--- src/rtl/jedro_1_uart_tx_if.sv ---
// Data-bus bundle between the jedro_1 core (initiator) and bus responders.
`timescale 1ns/1ps
interface jedro_1_uart_tx_if;
    logic        stb;
    logic [3:0]  we;
    logic [31:0] addr;
    logic [31:0] wdata;
    logic [31:0] rdata;
    logic        ack;
    logic        err;

    modport master (output stb, we, addr, wdata, input rdata, ack, err);
    modport slave  (input stb, we, addr, wdata, output rdata, ack, err);
endinterface

--- src/rtl/jedro_1_uart_tx.sv ---
// Memory-mapped 8N1 UART transmitter with a small TX FIFO on the jedro_1 data bus.
//   state   | meaning
//   S_IDLE  | line high, waiting for a byte in the FIFO
//   S_START | start bit (low) for one bit period
//   S_DATA  | eight data bits, LSB first
//   S_STOP  | stop bit (high); chains straight into the next frame if data waits
`timescale 1ns/1ps
module jedro_1_uart_tx #(
    parameter logic [31:0] BASE_ADDR       = 32'h0001_0000,
    parameter int unsigned FIFO_DEPTH      = 4,
    parameter logic [15:0] CLK_DIV_DEFAULT = 16'd868
) (
    input  logic             clk_i,
    input  logic             rstn_i,
    jedro_1_uart_tx_if.slave bus,
    output logic             tx_o
);
    localparam int unsigned PW = $clog2(FIFO_DEPTH);
    localparam int unsigned CW = PW + 1;

    typedef enum logic [1:0] {S_IDLE, S_START, S_DATA, S_STOP} state_t;
    state_t state, state_nxt;

    logic [7:0]    fifo_mem [FIFO_DEPTH];
    logic [PW-1:0] wr_ptr, rd_ptr;
    logic [CW-1:0] count;
    logic          full, empty, push, pop, busy;

    logic [15:0] divisor, div_eff;
    logic [15:0] bit_len, bit_len_nxt, cyc_cnt, cyc_cnt_nxt;
    logic [2:0]  bit_cnt, bit_cnt_nxt;
    logic [7:0]  shreg, shreg_nxt;

    logic        hit, aligned, is_wr, div_wr;
    logic [1:0]  reg_sel;
    logic        resp_ack, resp_err;
    logic [31:0] resp_rdata, status;
    logic        unused_wdata_hi;

    assign full    = (count == CW'(FIFO_DEPTH));
    assign empty   = (count == '0);
    assign busy    = (state != S_IDLE);
    assign div_eff = (divisor == 16'd0) ? 16'd1 : divisor;
    assign status  = {23'h0, 5'(count), 1'b0, busy, empty, full};

    assign hit     = (bus.addr[31:4] == BASE_ADDR[31:4]);
    assign aligned = (bus.addr[1:0] == 2'b00);
    assign reg_sel = bus.addr[3:2];
    assign is_wr   = |bus.we;
    assign div_wr  = bus.stb && hit && aligned && (reg_sel == 2'd2) && is_wr;
    assign unused_wdata_hi = ^bus.wdata[31:16];

    always_comb begin
        resp_ack   = 1'b0;
        resp_err   = 1'b0;
        resp_rdata = '0;
        push       = 1'b0;
        if (bus.stb) begin
            if (!hit || !aligned) begin
                resp_err = 1'b1;
            end else begin
                case (reg_sel)
                    2'd0: begin
                        // Full is taken from the registered count; a same-cycle pop does not help.
                        if (is_wr && bus.we[0]) begin
                            if (full) begin
                                resp_err = 1'b1;
                            end else begin
                                resp_ack = 1'b1;
                                push     = 1'b1;
                            end
                        end else begin
                            resp_ack = 1'b1;
                        end
                    end
                    2'd1: begin
                        if (is_wr) begin
                            resp_err = 1'b1;
                        end else begin
                            resp_ack   = 1'b1;
                            resp_rdata = status;
                        end
                    end
                    2'd2: begin
                        resp_ack = 1'b1;
                        if (!is_wr) resp_rdata = {16'h0, divisor};
                    end
                    default: resp_err = 1'b1;
                endcase
            end
        end
    end

    always_ff @(posedge clk_i or negedge rstn_i) begin
        if (!rstn_i) begin
            bus.ack   <= 1'b0;
            bus.err   <= 1'b0;
            bus.rdata <= '0;
            divisor   <= CLK_DIV_DEFAULT;
        end else begin
            bus.ack   <= resp_ack;
            bus.err   <= resp_err;
            bus.rdata <= resp_rdata;
            if (div_wr && bus.we[0]) divisor[7:0]  <= bus.wdata[7:0];
            if (div_wr && bus.we[1]) divisor[15:8] <= bus.wdata[15:8];
        end
    end

    always_ff @(posedge clk_i) begin
        if (push) fifo_mem[wr_ptr] <= bus.wdata[7:0];
    end

    always_ff @(posedge clk_i or negedge rstn_i) begin
        if (!rstn_i) begin
            wr_ptr <= '0;
            rd_ptr <= '0;
            count  <= '0;
        end else begin
            if (push) wr_ptr <= wr_ptr + PW'(1);
            if (pop)  rd_ptr <= rd_ptr + PW'(1);
            case ({push, pop})
                2'b10:   count <= count + CW'(1);
                2'b01:   count <= count - CW'(1);
                default: count <= count;
            endcase
        end
    end

    always_ff @(posedge clk_i or negedge rstn_i) begin
        if (!rstn_i) state <= S_IDLE;
        else         state <= state_nxt;
    end

    always_comb begin
        state_nxt   = state;
        pop         = 1'b0;
        bit_len_nxt = bit_len;
        cyc_cnt_nxt = cyc_cnt;
        bit_cnt_nxt = bit_cnt;
        shreg_nxt   = shreg;
        case (state)
            S_IDLE: begin
                if (!empty) begin
                    pop         = 1'b1;
                    shreg_nxt   = fifo_mem[rd_ptr];
                    bit_len_nxt = div_eff;
                    cyc_cnt_nxt = div_eff - 16'd1;
                    bit_cnt_nxt = 3'd0;
                    state_nxt   = S_START;
                end
            end
            S_START: begin
                if (cyc_cnt == 16'd0) begin
                    cyc_cnt_nxt = bit_len - 16'd1;
                    bit_cnt_nxt = 3'd0;
                    state_nxt   = S_DATA;
                end else begin
                    cyc_cnt_nxt = cyc_cnt - 16'd1;
                end
            end
            S_DATA: begin
                if (cyc_cnt == 16'd0) begin
                    cyc_cnt_nxt = bit_len - 16'd1;
                    shreg_nxt   = {1'b0, shreg[7:1]};
                    if (bit_cnt == 3'd7) state_nxt = S_STOP;
                    else                 bit_cnt_nxt = bit_cnt + 3'd1;
                end else begin
                    cyc_cnt_nxt = cyc_cnt - 16'd1;
                end
            end
            S_STOP: begin
                if (cyc_cnt == 16'd0) begin
                    bit_cnt_nxt = 3'd0;
                    if (!empty) begin
                        // Back-to-back frame: no idle gap, new divisor latched here.
                        pop         = 1'b1;
                        shreg_nxt   = fifo_mem[rd_ptr];
                        bit_len_nxt = div_eff;
                        cyc_cnt_nxt = div_eff - 16'd1;
                        state_nxt   = S_START;
                    end else begin
                        state_nxt   = S_IDLE;
                    end
                end else begin
                    cyc_cnt_nxt = cyc_cnt - 16'd1;
                end
            end
            default: state_nxt = S_IDLE;
        endcase
    end

    always_ff @(posedge clk_i or negedge rstn_i) begin
        if (!rstn_i) begin
            bit_len <= '0;
            cyc_cnt <= '0;
            bit_cnt <= '0;
            shreg   <= '0;
        end else begin
            bit_len <= bit_len_nxt;
            cyc_cnt <= cyc_cnt_nxt;
            bit_cnt <= bit_cnt_nxt;
            shreg   <= shreg_nxt;
        end
    end

    always_comb begin
        case (state)
            S_START: tx_o = 1'b0;
            S_DATA:  tx_o = shreg[0];
            default: tx_o = 1'b1;
        endcase
    end
endmodule

--- src/flat_wrapper.sv ---
// flat-port wrapper written by rule: the top's interface ports become plain ports
module jedro_1_uart_tx_flat 
#(
    parameter logic [31:0] BASE_ADDR       = 32'h0001_0000,
    parameter int unsigned FIFO_DEPTH      = 4,
    parameter logic [15:0] CLK_DIV_DEFAULT = 16'd868
)
  (clk_i, rstn_i, tx_o, bus_stb, bus_we, bus_addr, bus_wdata, bus_rdata, bus_ack, bus_err);
  jedro_1_uart_tx_if bus_i ();
  input  logic clk_i;
  input  logic rstn_i;
  output logic tx_o;
  input wire logic [$bits(bus_i.stb)-1:0] bus_stb;
  input wire logic [$bits(bus_i.we)-1:0] bus_we;
  input wire logic [$bits(bus_i.addr)-1:0] bus_addr;
  input wire logic [$bits(bus_i.wdata)-1:0] bus_wdata;
  output wire logic [$bits(bus_i.rdata)-1:0] bus_rdata;
  output wire logic [$bits(bus_i.ack)-1:0] bus_ack;
  output wire logic [$bits(bus_i.err)-1:0] bus_err;
  assign bus_i.stb = bus_stb;
  assign bus_i.we = bus_we;
  assign bus_i.addr = bus_addr;
  assign bus_i.wdata = bus_wdata;
  assign bus_rdata = bus_i.rdata;
  assign bus_ack = bus_i.ack;
  assign bus_err = bus_i.err;
  jedro_1_uart_tx #(.BASE_ADDR(BASE_ADDR), .FIFO_DEPTH(FIFO_DEPTH), .CLK_DIV_DEFAULT(CLK_DIV_DEFAULT)) u_core (.clk_i(clk_i), .rstn_i(rstn_i), .bus(bus_i), .tx_o(tx_o));
endmodule
--- config.mk ---
export PLATFORM = sky130hd
export DESIGN_NAME = jedro_1_uart_tx_flat
export DESIGN_NICKNAME = d
export VERILOG_FILES = /design/src/rtl/jedro_1_uart_tx_if.sv /design/src/rtl/jedro_1_uart_tx.sv /design/src/flat_wrapper.sv
export SDC_FILE = /design/constraint.sdc
export NUM_CORES = 1
export LEC_CHECK = 0
export ABC_AREA = 1
export BUFFER_PORTS_ARGS = -buffer_cell sky130_fd_sc_hd__buf_4
export CAP_MARGIN = 25
export CORE_MARGIN = 4
export CORE_UTILIZATION = 50
export DETAILED_ROUTE_END_ITERATION = 8
export PLACE_DENSITY = 0.8
export SYNTH_ARGS = -nofsm -noshare
export SYNTH_HDL_FRONTEND = slang
export SYNTH_SLANG_ARGS = --single-unit
--- constraint.sdc ---
create_clock -name clk_i -period 8 [get_ports clk_i]
set_clock_uncertainty 0.2 [all_clocks]
set_input_delay 1.6 -clock clk_i [delete_from_list [all_inputs] [get_ports clk_i]]
set_output_delay 1.6 -clock clk_i [all_outputs]
set_load 0.05 [all_outputs]
# == After elaboration in Yosys (flattened, before gate mapping) ==
# Memories as Yosys holds them, arrays and structs flattened.
# Cells that the tools add are included.
# totals
ff_bits,102
latchBits,0
ramBits,32
rom_bits,0
inputBits,71
output_inout_bits,35
wordCells,118
memories,1
# mem_list
name,depth,word_bits,read_ports,rd_clocked_by_memory_dff,wr,line_no,rtl
u_core.fifo_mem,4,8,1,0,1,jedro_1_uart_tx.sv:24,logic [7:0] fifo_mem [FIFO_DEPTH];
# op_classes
addsub,8
n_mul,0
n_div,0
order_cmp,0
n_eq_ne,17
shifts,0
n_mux,52
n_bitwise,0
n_reduce_logical,27
# ops
operator,count
16-bit two-way mux,7
32-bit two-way mux,2
32-bit case mux with 2 select lines,1
16-bit case mux with 3 select lines,1
"16-bit by 1-bit subtractor with 16-bit output, second input constant",3
16-bit zero test,2
16-bit case mux with 2 select lines,1
"28-bit by 13-bit == test with 1-bit output, second input constant",1
8-bit two-way mux,3
8-bit case mux with 3 select lines,1
1-bit two-way mux,19
3-bit two-way mux,4
2-bit two-way mux,5
"2-bit by 1-bit inequality test with 1-bit output, second input constant",5
3-bit case mux with 3 select lines,1
"2-bit == test, second input constant",4
2-bit case mux with 4 select lines,1
1-bit logical AND,7
7-bit two-way mux,1
"3-bit by 1-bit adder with 3-bit output, second input constant",2
"2-bit by 1-bit == test with 1-bit output, second input constant",3
"3-bit == test, second input constant",2
2-bit zero test,3
1-bit case mux with 3 select lines,2
other kinds (16),23

# == Longest topological paths before layout ==
# Gate-level depths: netlist (run 1).
# logic_depth
ltp_word,8
ltp_mapped,16
ltp_nobuf,16

# == Worst setup path after synthesis (run 1) ==
# Ideal clock, no wire load.
# synth_timing
path_type,register to output
startpoint,reg u_core.state[0]
endpoint,out tx_o
t_arrival_ns,2.207
required_time_ns,6.200
slack_ns,3.993
stages_incl_launch_ff,6
path_buffers,1
cell_sequence,dfrtp_1 > inv_1 > ha_1 > clkbuf_1 > inv_1 > o21ai_0
# synth_between
elab_chain_cells,2
word_cells_on_any_way,3
cone_classes,2 x eq/ne; 1 x mux
# synth_rtl
item,line_no,rtl
"start, declared",jedro_1_uart_tx.sv:22,"state_t state, state_nxt;"
"start signal, assigned",jedro_1_uart_tx.sv:131,else state <= state_nxt;
2-bit == test or 2-bit by 1-bit == test with 1-bit output (tied branches),jedro_1_uart_tx.sv:207,case (state)
1-bit case mux with 2 select lines (*),jedro_1_uart_tx.sv:207,
"end, declared",flat_wrapper.sv:12,output logic tx_o;
# Every way passes the cells marked *; elsewhere a longest branch is shown, timed or not.

# == Final worst setup path (run 1) ==
# Ends and elaborated chain as after synthesis.

==> out/qor.yml, run 1 <==
remaining_drc_errors: 0
start_util: 0.518
vdd_drop_max_mv: 0.142
min_path_cells: 2
end_kind: "output pin"
ant_nets: 0
synthSimpleGateAreaFrac: 0.259
required_ns: 6.20
p_clk_frac: 0.533
synth_top_area_share: 0.306
start_kind: "flop"
drt_iter0_markers: 502
synth_cell_types: 47
p_sw_frac: 0.237
ctsHoldBuffers: 0
die_y_um: 123
grt_overflow: 0
post_drt_via_cell_ratio: 5.32
drive_above_1_share: 0.163
p_int_mw: 1.19
place_congestion: 0.884
portBuffers: 73
fin_total_pwr_mw: 1.56
clk_pin_slew_worst_paths_ns: 0.06
dp_cells: 1034
antenna_found_initial: 0
grtUsageTotal: 0.224
fillers: 1026
clockBufferDepth: 2
syn_area_per_cell_um2: 8.16
synth_area_leaders: "dfrtp_1 (31%), edfxtp_1 (15%), nand2_1 (11%)"
grt_pass1_vias: 5497
multi_input_comb_area_um2: 3010
final_core_util: 0.618
muxShareOfSynthArea: 0
ioPinCount: 106
vias: 5679
numCtsBuffers: 17
grt_pass1_wl_um: 26400
p_leak_nw: 3.82
finalCritPeriodShare: 0.503
p_sw_mw: 0.369
synth_xor_area_frac: 0.0384
period_minus_slack_ns: 4.02
drt-total-wl_um: 16100
synth_cells: 811
status: "finished, final reports clean"
path_class: "flop to output pin"
fin_cells: 1067
r2r_cells: 16
p_comb_frac: 0.068
tightest_slew_ns: 0.860
nNetsFinal: 972
power.density_nw_per_um2: 198
finalHoldViolCount: 0
worst_ep_arrival_time_ns: 2.22
clock.fmax_mhz: 249
synth_top_family_by_area: "simple AND/OR/NAND/NOR gates"
yosysTopAreaCell: "dfrtp_1"
synth_area_um2: 6620
clock_latency_ns: 0.41
final_max_slew_viol_count: 0
register_area_um2: 3120
rsz0062_at_grt: "no"
whs_ns: 0.289
ys.flop_type: "dfrtp_1"
grt_max_degree: 83
cts_tree: "built"
holdCritPathClass: "flop to flop"
synthAdderAreaFrac: 0.0370
synth_compound_area_frac: 0.111
num_antenna_cells: 0
seqPwrFrac: 0.400
post_cts_buffers: 0
wl_per_cell_um: 15.1
die_area_um2: 15100
cts_root_buffer: "clkbuf_16"
synth-edff-count: 32
area_growth_pct: 19.2
core_um2: 12800
cts_resized: 0
finalSetupViolCount: 0
htree_levels: 4
cts_num_sinks: 118
dp_hpwl_um: 11300
path_max_fanout: 21
setup_tns_ns: 0
placementRows: 41
yosysSeqAreaShare: 0.471
cap_violations: 0
yosys_warnings: 0
slew_headroom: 0.425
async_flop_share: 0.729
ys_ff_latch: 118
chipWidth_um: 123
dr.pass1.iters: 7
==> cells by family (layout without fill, tap and decap cells) <==
family / Yosys count / count (layout)
AND/OR/NAND/NOR: 392 / 392
adder cells (fa/ha/maj): 19 / 19
other: 1 / 16
AO/OA/AOI/OAI: 128 / 128
flip-flops: 118 / 118
buffers and inverters: 124 / 193
XOR/XNOR: 29 / 29
==> synth_stat cells, types with 16 or more instances <==
master	count
a21oi_1	20
buf_4	16
clkbuf_1	18
dfrtp_1	81
edfxtp_1	32
ha_1	18
inv_1	80
nand2_1	195
nand3_1	50
nor2_1	96
nor3_1	17
o21ai_0	71
xor2_1	23
==> worst max-delay path, cell delays in order, from the launching register on <==
cell	delay, ns
dfrtp_1	0.43
inv_1	0.12
ha_1	0.64
inv_1	0.19
nand2_1	0.14
o21ai_0	0.09
buf_4	0.20
==> through the flow <==
step | setup WS (ns) | area (um2)
after detailed placement | 3.94 | 7230
after global placement | 3.97 | 7230
after floorplan | 3.99 | 6680
final | 3.98 | 7890
after CTS | 3.96 | 7870
after global routing | 3.79 | 7890
==> cell type report <==
cell class | count | share of cell area
flip-flops and latches | 118 | 0.395
multi-input cells | 584 | 0.382
repair buffers | 76 | 0.0739
clock buffers | 17 | 0.0539
inverters | 85 | 0.0408
clock inverters | 15 | 0.0273
well taps | 172 | 0.0273
==> sequential cells by signal (all words and copies together), names as in the netlist <==
signal,cells
u_core.fifo_mem,32
u_core.bit_len,16
u_core.bus.rdata,16
u_core.cyc_cnt,16
u_core.divisor,16
u_core.shreg,8
u_core.bit_cnt,3
u_core.count,3
u_core.rd_ptr,2
u_core.state,2
u_core.wr_ptr,2
u_core.bus.ack,1
u_core.bus.err,1
==> power groups by stage <==
stage	Combinational (mW)	Clock (mW)	Sequential [mW]
floorplan	0.0673	0	0.635
global placement	0.102	0	0.634
detailed placement	0.104	0	0.634
CTS	0.104	0.829	0.623
global route	0.116	0.862	0.623
finish	0.106	0.831	0.623
==> cells in the final DEF, fill, tap and decap left out, types with 3 or more instances in the layout <==
cell / count
a21boi_0: 3
a21oi_1: 20
buf_4: 75
bufinv_16: 4
clkbuf_16: 17
clkinv_4: 3
conb_1: 16
dfrtp_1: 81
dfstp_2: 5
edfxtp_1: 32
ha_1: 18
inv_1: 80
inv_2: 4
inv_6: 6
nand2_1: 195
nand2_2: 3
nand3_1: 50
nand4_1: 3
nor2_1: 96
nor2_2: 5
nor2_4: 4
nor3_1: 17
nor4_1: 3
o211ai_1: 11
o21ai_0: 71
o21ai_1: 3
o21ai_2: 3
o22ai_1: 9
or2_1: 3
or2_2: 3
xnor2_1: 6
xor2_1: 23
==> worst paths after layout <==
| check | slack (ns) | start | end |
|---|---|---|---|
| max reg2reg | 4.39 | u_core.cyc_cnt[0] | u_core.count[2] |
| max in group asynchronous | 5.83 | rstn_i | u_core.divisor[8] |
| min in group asynchronous | 0.77 | rstn_i | u_core.wr_ptr[0] |
| min reg2reg | 0.29 | u_core.divisor[8] | u_core.divisor[8] |
| max | 3.98 | u_core.state[0] | tx_o |
| min | 0.29 | u_core.divisor[8] | u_core.divisor[8] |
==> per-layer routing <==
layer / routed length [um] / GRT usage / share of wire / vias up
li1: - / - / - / 2765
met1: 6790 / 0.295 / 0.42 / 2629
met2: 7740 / 0.368 / 0.48 / 256
met3: 1230 / 0.0476 / 0.076 / 29
met4: 322 / 0.0768 / 0.020 / 0
met5: 0 / 0 / 0 / -
(Power assumes the default switching activity.)
==> run 2: changes to the inputs <==
--- a/config.mk
+++ b/config.mk
@@ -11,7 +11,7 @@
 export CORE_MARGIN = 4
 export CORE_UTILIZATION = 50
 export DETAILED_ROUTE_END_ITERATION = 8
-export PLACE_DENSITY = 0.8
+export PLACE_DENSITY = 0.83
 export SYNTH_ARGS = -nofsm -noshare
 export SYNTH_HDL_FRONTEND = slang
 export SYNTH_SLANG_ARGS = --single-unit
==> constraint.sdc (replaced) <==
create_clock -name clk_i -period 3.5 [get_ports clk_i]
set_clock_uncertainty 0.2 [all_clocks]
set_input_delay 0.7 -clock clk_i [delete_from_list [all_inputs] [get_ports clk_i]]
set_output_delay 0.7 -clock clk_i [all_outputs]
set_load 0.05 [all_outputs]
==> run 2 against run 1 <==
  * Die area did not move
  * Via count rose by 1.4%
  * Sequential share of layout area barely moved
  * Critical path depth rose by 10
  * Register-to-register slack got worse by 3.9 ns
==> out/qor.yml, run 2 (synthesis results as in run 1) <==
clk_pin_slew_worst_paths_ns: 0.06
status: "finished, final reports clean"
tightest_slew_ns: 0.877
numCtsBuffers: 17
post_cts_buffers: 0
finalSetupViolCount: 0
post_drt_via_cell_ratio: 5.33
ant_nets: 0
wl_per_cell_um: 14.9
antenna_found_initial: 0
start_kind: "flop"
p_sw_mw: 0.775
largest_reg_flops: 32
grt_pass1_wl_um: 26200
clock.fmax_mhz: 328
path_class: "flop to flop"
area_growth_pct: 19.1
path_cells: "inv_1, ha_1, nand3_2, nor2_1, nand3_1, nor2_1, nand2_1, nand2_1, nand2_1, inv_1, ha_1, inv_1, fa_1, a21oi_1, o21ai_0, xor2_1"
clock_latency_ns: 0.41
dpl_worst_slack_ns: 0.352
dp_cells: 1048
grt_max_degree: 50
die_y_um: 123
p_sw_frac: 0.237
chipWidth_um: 123
drive_above_1_share: 0.172
rsz0062_at_grt: "no"
finalHoldViolCount: 0
ctsHoldBuffers: 0
holdCritPathClass: "primary input to async pin"
crit_slowest_cell: "fa_1"
remaining_drc_errors: 0
p_int_mw: 2.50
vias: 5756
cts_tree: "built"
nNetsFinal: 985
setup_tns_ns: 0
period_minus_slack_ns: 3.05
portBuffers: 73
cts_num_sinks: 118
layout_common_cells: "nand2_1 (195), nor2_1 (96), buf_4 (89)"
drt_iter0_markers: 420
dr.pass1.iters: 7
placementRows: 41
layout_commonest_cell: "nand2_1"
num_antenna_cells: 0
core_um2: 12800
p_leak_nw: 3.83
grt_overflow: 0
dp_hpwl_um: 11400
worst_ep_arrival_time_ns: 3.13
vdd_drop_max_mv: 0.331
fin_cells: 1080
p_comb_frac: 0.075
seqPwrFrac: 0.435
place_congestion: 0.912
slew_headroom: 0.414
start_util: 0.518
clockBufferDepth: 2
p_clk_frac: 0.490
cp_slowest_stage_delay_ns: 0.43
end_kind: "flop"
drt-total-wl_um: 16000
grtUsageTotal: 0.222
required_ns: 3.58
finalCritPeriodShare: 0.871
layout_setup_ws_ns: 0.450
cts_root_buffer: "clkbuf_16"
cap_violations: 0
fin_total_pwr_mw: 3.28
grt_pass1_vias: 5541
ioPinCount: 106
power.density_nw_per_um2: 415
die_area_um2: 15100
cts_resized: 0
regMostFlops: "u_core.fifo_mem"
final_max_slew_viol_count: 0
htree_levels: 4
path_max_fanout: 3
## run 2: final cells by class
| type | count | area [um2] |
|---|---|---|
| repair buffers | 89 | 668 |
| clock buffers | 20 | 447 |
| well taps | 172 | 215 |
| clock inverters | 12 | 104 |
| flip-flops and latches | 118 | 3120 |
| fillers | 999 | 4890 |
| multi-input cells | 584 | 3010 |
| inverters | 85 | 322 |
## run 2: worst paths after layout
| path | start | end | slack (ns) | depth (start not counted) |
|---|---|---|---|---|
| setup / recovery | u_core.cyc_cnt[0] | u_core.count[2] | 0.45 | 16 |
| max in group asynchronous | rstn_i | u_core.divisor[5] | 2.20 | 2 |
| hold reg to reg | u_core.bit_cnt[1] | u_core.bit_cnt[1] | 0.29 | 2 |
| hold / removal | rstn_i | u_core.cyc_cnt[15] | 0.11 | 1 |
| min in group clk_i | u_core.bit_cnt[1] | u_core.bit_cnt[1] | 0.29 | 2 |
| setup reg to reg | u_core.cyc_cnt[0] | u_core.count[2] | 0.45 | 16 |
## run 2: power groups by stage
stage | Clock [mW] | Sequential [mW] | Combinational (mW)
after floorplan | 0 | 1.45 | 0.154
after global placement | 0 | 1.45 | 0.237
after detailed placement | 0 | 1.45 | 0.243
after CTS | 1.62 | 1.42 | 0.245
after global routing | 1.69 | 1.42 | 0.276
final | 1.60 | 1.42 | 0.246
## run 2: metrics by stage
stage	hold WS [ns]	area [um2]	util
after floorplan	0.204	6680	-
after global placement	0.275	7330	0.574
after detailed placement	0.281	7330	0.574
after CTS	0.125	7890	0.617
after global routing	0.155	7890	0.617
final	0.106	7890	0.617
## run 2: critical path, delay by kind of cell (launching register included)
kind | cells | cell delay, ns
AND/OR/NAND/NOR | 7 | 0.81
AO/OA/AOI/OAI | 2 | 0.24
adder cells (fa/ha/maj) | 3 | 0.83
buffers and inverters | 3 | 0.30
XOR/XNOR | 1 | 0.16
flip-flops | 1 | 0.37
## run 2: per-layer routing
layer	up-vias	global-route usage	share of wire
li1	2780	-	-
met4	0	0.0782	0.016
met3	31	0.0457	0.079
met1	2685	0.287	0.41
met2	260	0.373	0.50
met5	-	0	0
==> run 3: changes to the inputs <==
--- a/config.mk
+++ b/config.mk
@@ -11,6 +11,7 @@
 export CORE_MARGIN = 4
 export CORE_UTILIZATION = 50
 export DETAILED_ROUTE_END_ITERATION = 8
+export MAX_ROUTING_LAYER = met4
 export PLACE_DENSITY = 0.83
 export SYNTH_ARGS = -nofsm -noshare
 export SYNTH_HDL_FRONTEND = slang
==> run 3 against run 2 <==
  * Routed wire length about the same
  * Setup slack better by 0.016 ns
  * Non-clock buffer count did not move
  * Sequential share of layout area stayed put
==> out/qor.yml, run 3 (synthesis results as in run 1) <==
htree_levels: 4
layout_setup_ws_ns: 0.466
die_y_um: 123
multi_input_comb_area_um2: 3010
layout_common_cells: "nand2_1 (195), nor2_1 (96), buf_4 (89)"
p_comb_frac: 0.075
start_kind: "flop"
cts_resized: 0
vias: 5776
nNetsFinal: 985
chipWidth_um: 123
cts_num_sinks: 118
path_class: "flop to flop"
cp_slowest_stage_delay_ns: 0.43
drt-total-wl_um: 16100
die_area_um2: 15100
clock.fmax_mhz: 330
clk_pin_slew_worst_paths_ns: 0.06
ioPinCount: 106
status: "finished, final reports clean"
power.density_nw_per_um2: 416
ant_nets: 0
crit_slowest_cell: "fa_1"
r2r_cells: 16
regMostFlops: "u_core.fifo_mem"
clockBufferDepth: 2
crit_end: "u_core.count[2]"
seqPwrFrac: 0.435
final_core_util: 0.617
drive_above_1_share: 0.172
portBuffers: 73
p_sw_frac: 0.237
cts_tree: "built"
grt_overflow: 0
fin_area_um2: 7890
p_clk_frac: 0.490
p_leak_nw: 3.83
ctsHoldBuffers: 0
grtUsageTotal: 0.228
r2r_end: "u_core.count[2]"
post_drt_via_cell_ratio: 5.35
crit_family: "adder cells"
wl_per_cell_um: 14.9
tightest_slew_ns: 0.873
crit_cells: 16
fillers: 999
holdCritPathClass: "primary input to async pin"
slew_headroom: 0.416
grt_pass1_vias: 5543
period_minus_slack_ns: 3.03
cts_root_buffer: "clkbuf_16"
startpoint: "u_core.cyc_cnt[0]"
placementRows: 41
register_area_um2: 3120
end_kind: "flop"
remaining_drc_errors: 0
p_sw_mw: 0.776
core_um2: 12800
final_max_slew_viol_count: 0
worst_ep_arrival_time_ns: 3.12
antenna_found_initial: 0
dpl_worst_slack_ns: 0.352
setup_tns_ns: 0
path_buf_inv: 3
numCtsBuffers: 17
grt_max_degree: 50
num_antenna_cells: 0
r2r_slack_ns: 0.47
dp_hpwl_um: 11400
p_int_mw: 2.50
finalHoldViolCount: 0
start_util: 0.518
area_growth_pct: 19.1
path_cells: "inv_1, ha_1, nand3_2, nor2_1, nand3_1, nor2_1, nand2_1, nand2_1, nand2_1, inv_1, ha_1, inv_1, fa_1, a21oi_1, o21ai_0, xor2_1"
post_cts_buffers: 0
place_congestion: 0.927
place_area_um2: 7330
finalCritPeriodShare: 0.867
largest_reg_flops: 32
grt_pass1_wl_um: 26200
dr.pass1.iters: 6
path_max_fanout: 3
reg2reg_from: "u_core.cyc_cnt[0]"
finalSetupViolCount: 0
rsz0062_at_grt: "no"
cap_violations: 0
fin_total_pwr_mw: 3.28
layout_commonest_cell: "nand2_1"
clock_latency_ns: 0.41
vdd_drop_max_mv: 0.335
drt_iter0_markers: 446
required_ns: 3.59
==> run 3: cell counts in the layout (fill, tap and decap cells not counted) <==
No cell type changed its count.
==> run 3: worst min path at each step <==
stage	startpoint	endpoint	slack, ns	cells after the start
2_1_floorplan	rstn_i	u_core.bit_cnt[0]	0.20	0
3_3_place_gp	u_core.bit_cnt[1]	u_core.bit_cnt[1]	0.28	2
3_5_place_dp	u_core.divisor[9]	u_core.divisor[9]	0.28	2
4_1_cts	rstn_i	u_core.bit_len[4]	0.13	1
5_1_grt	rstn_i	u_core.cyc_cnt[8]	0.16	1
6_report	rstn_i	u_core.cyc_cnt[15]	0.11	1
==> run 3: area by class of cell <==
cell class,instances,area share
clock buffers,20,0.0566
clock inverters,12,0.0132
inverters,85,0.0408
multi-input cells,584,0.382
flip-flops and latches,118,0.396
well taps,172,0.0273
repair buffers,89,0.0847
==> run 3: per-stage QoR <==
step | hold slack [ns] | instances
2_1_floorplan | 0.204 | 826
3_3_place_gp | 0.275 | 1048
3_5_place_dp | 0.281 | 1048
4_1_cts | 0.125 | 1080
5_1_grt | 0.157 | 1080
6_report | 0.106 | 1080
==> run 3: routing by layer <==
layer	track usage	wire [um]	vias to the layer above
met2	0.373	7920	274
met3	0.0398	1190	33
li1	-	-	2784
met1	0.289	6640	2685
met5	-	0	-
met4	0.0782	310	0
==> run 3: power groups by stage <==
stage	Clock (mW)	Combinational [mW]	Sequential, mW
after global routing	1.68	0.276	1.42
final	1.61	0.246	1.42
after global placement	0	0.237	1.45
after floorplan	0	0.154	1.45
after CTS	1.62	0.245	1.42
after detailed placement	0	0.243	1.45
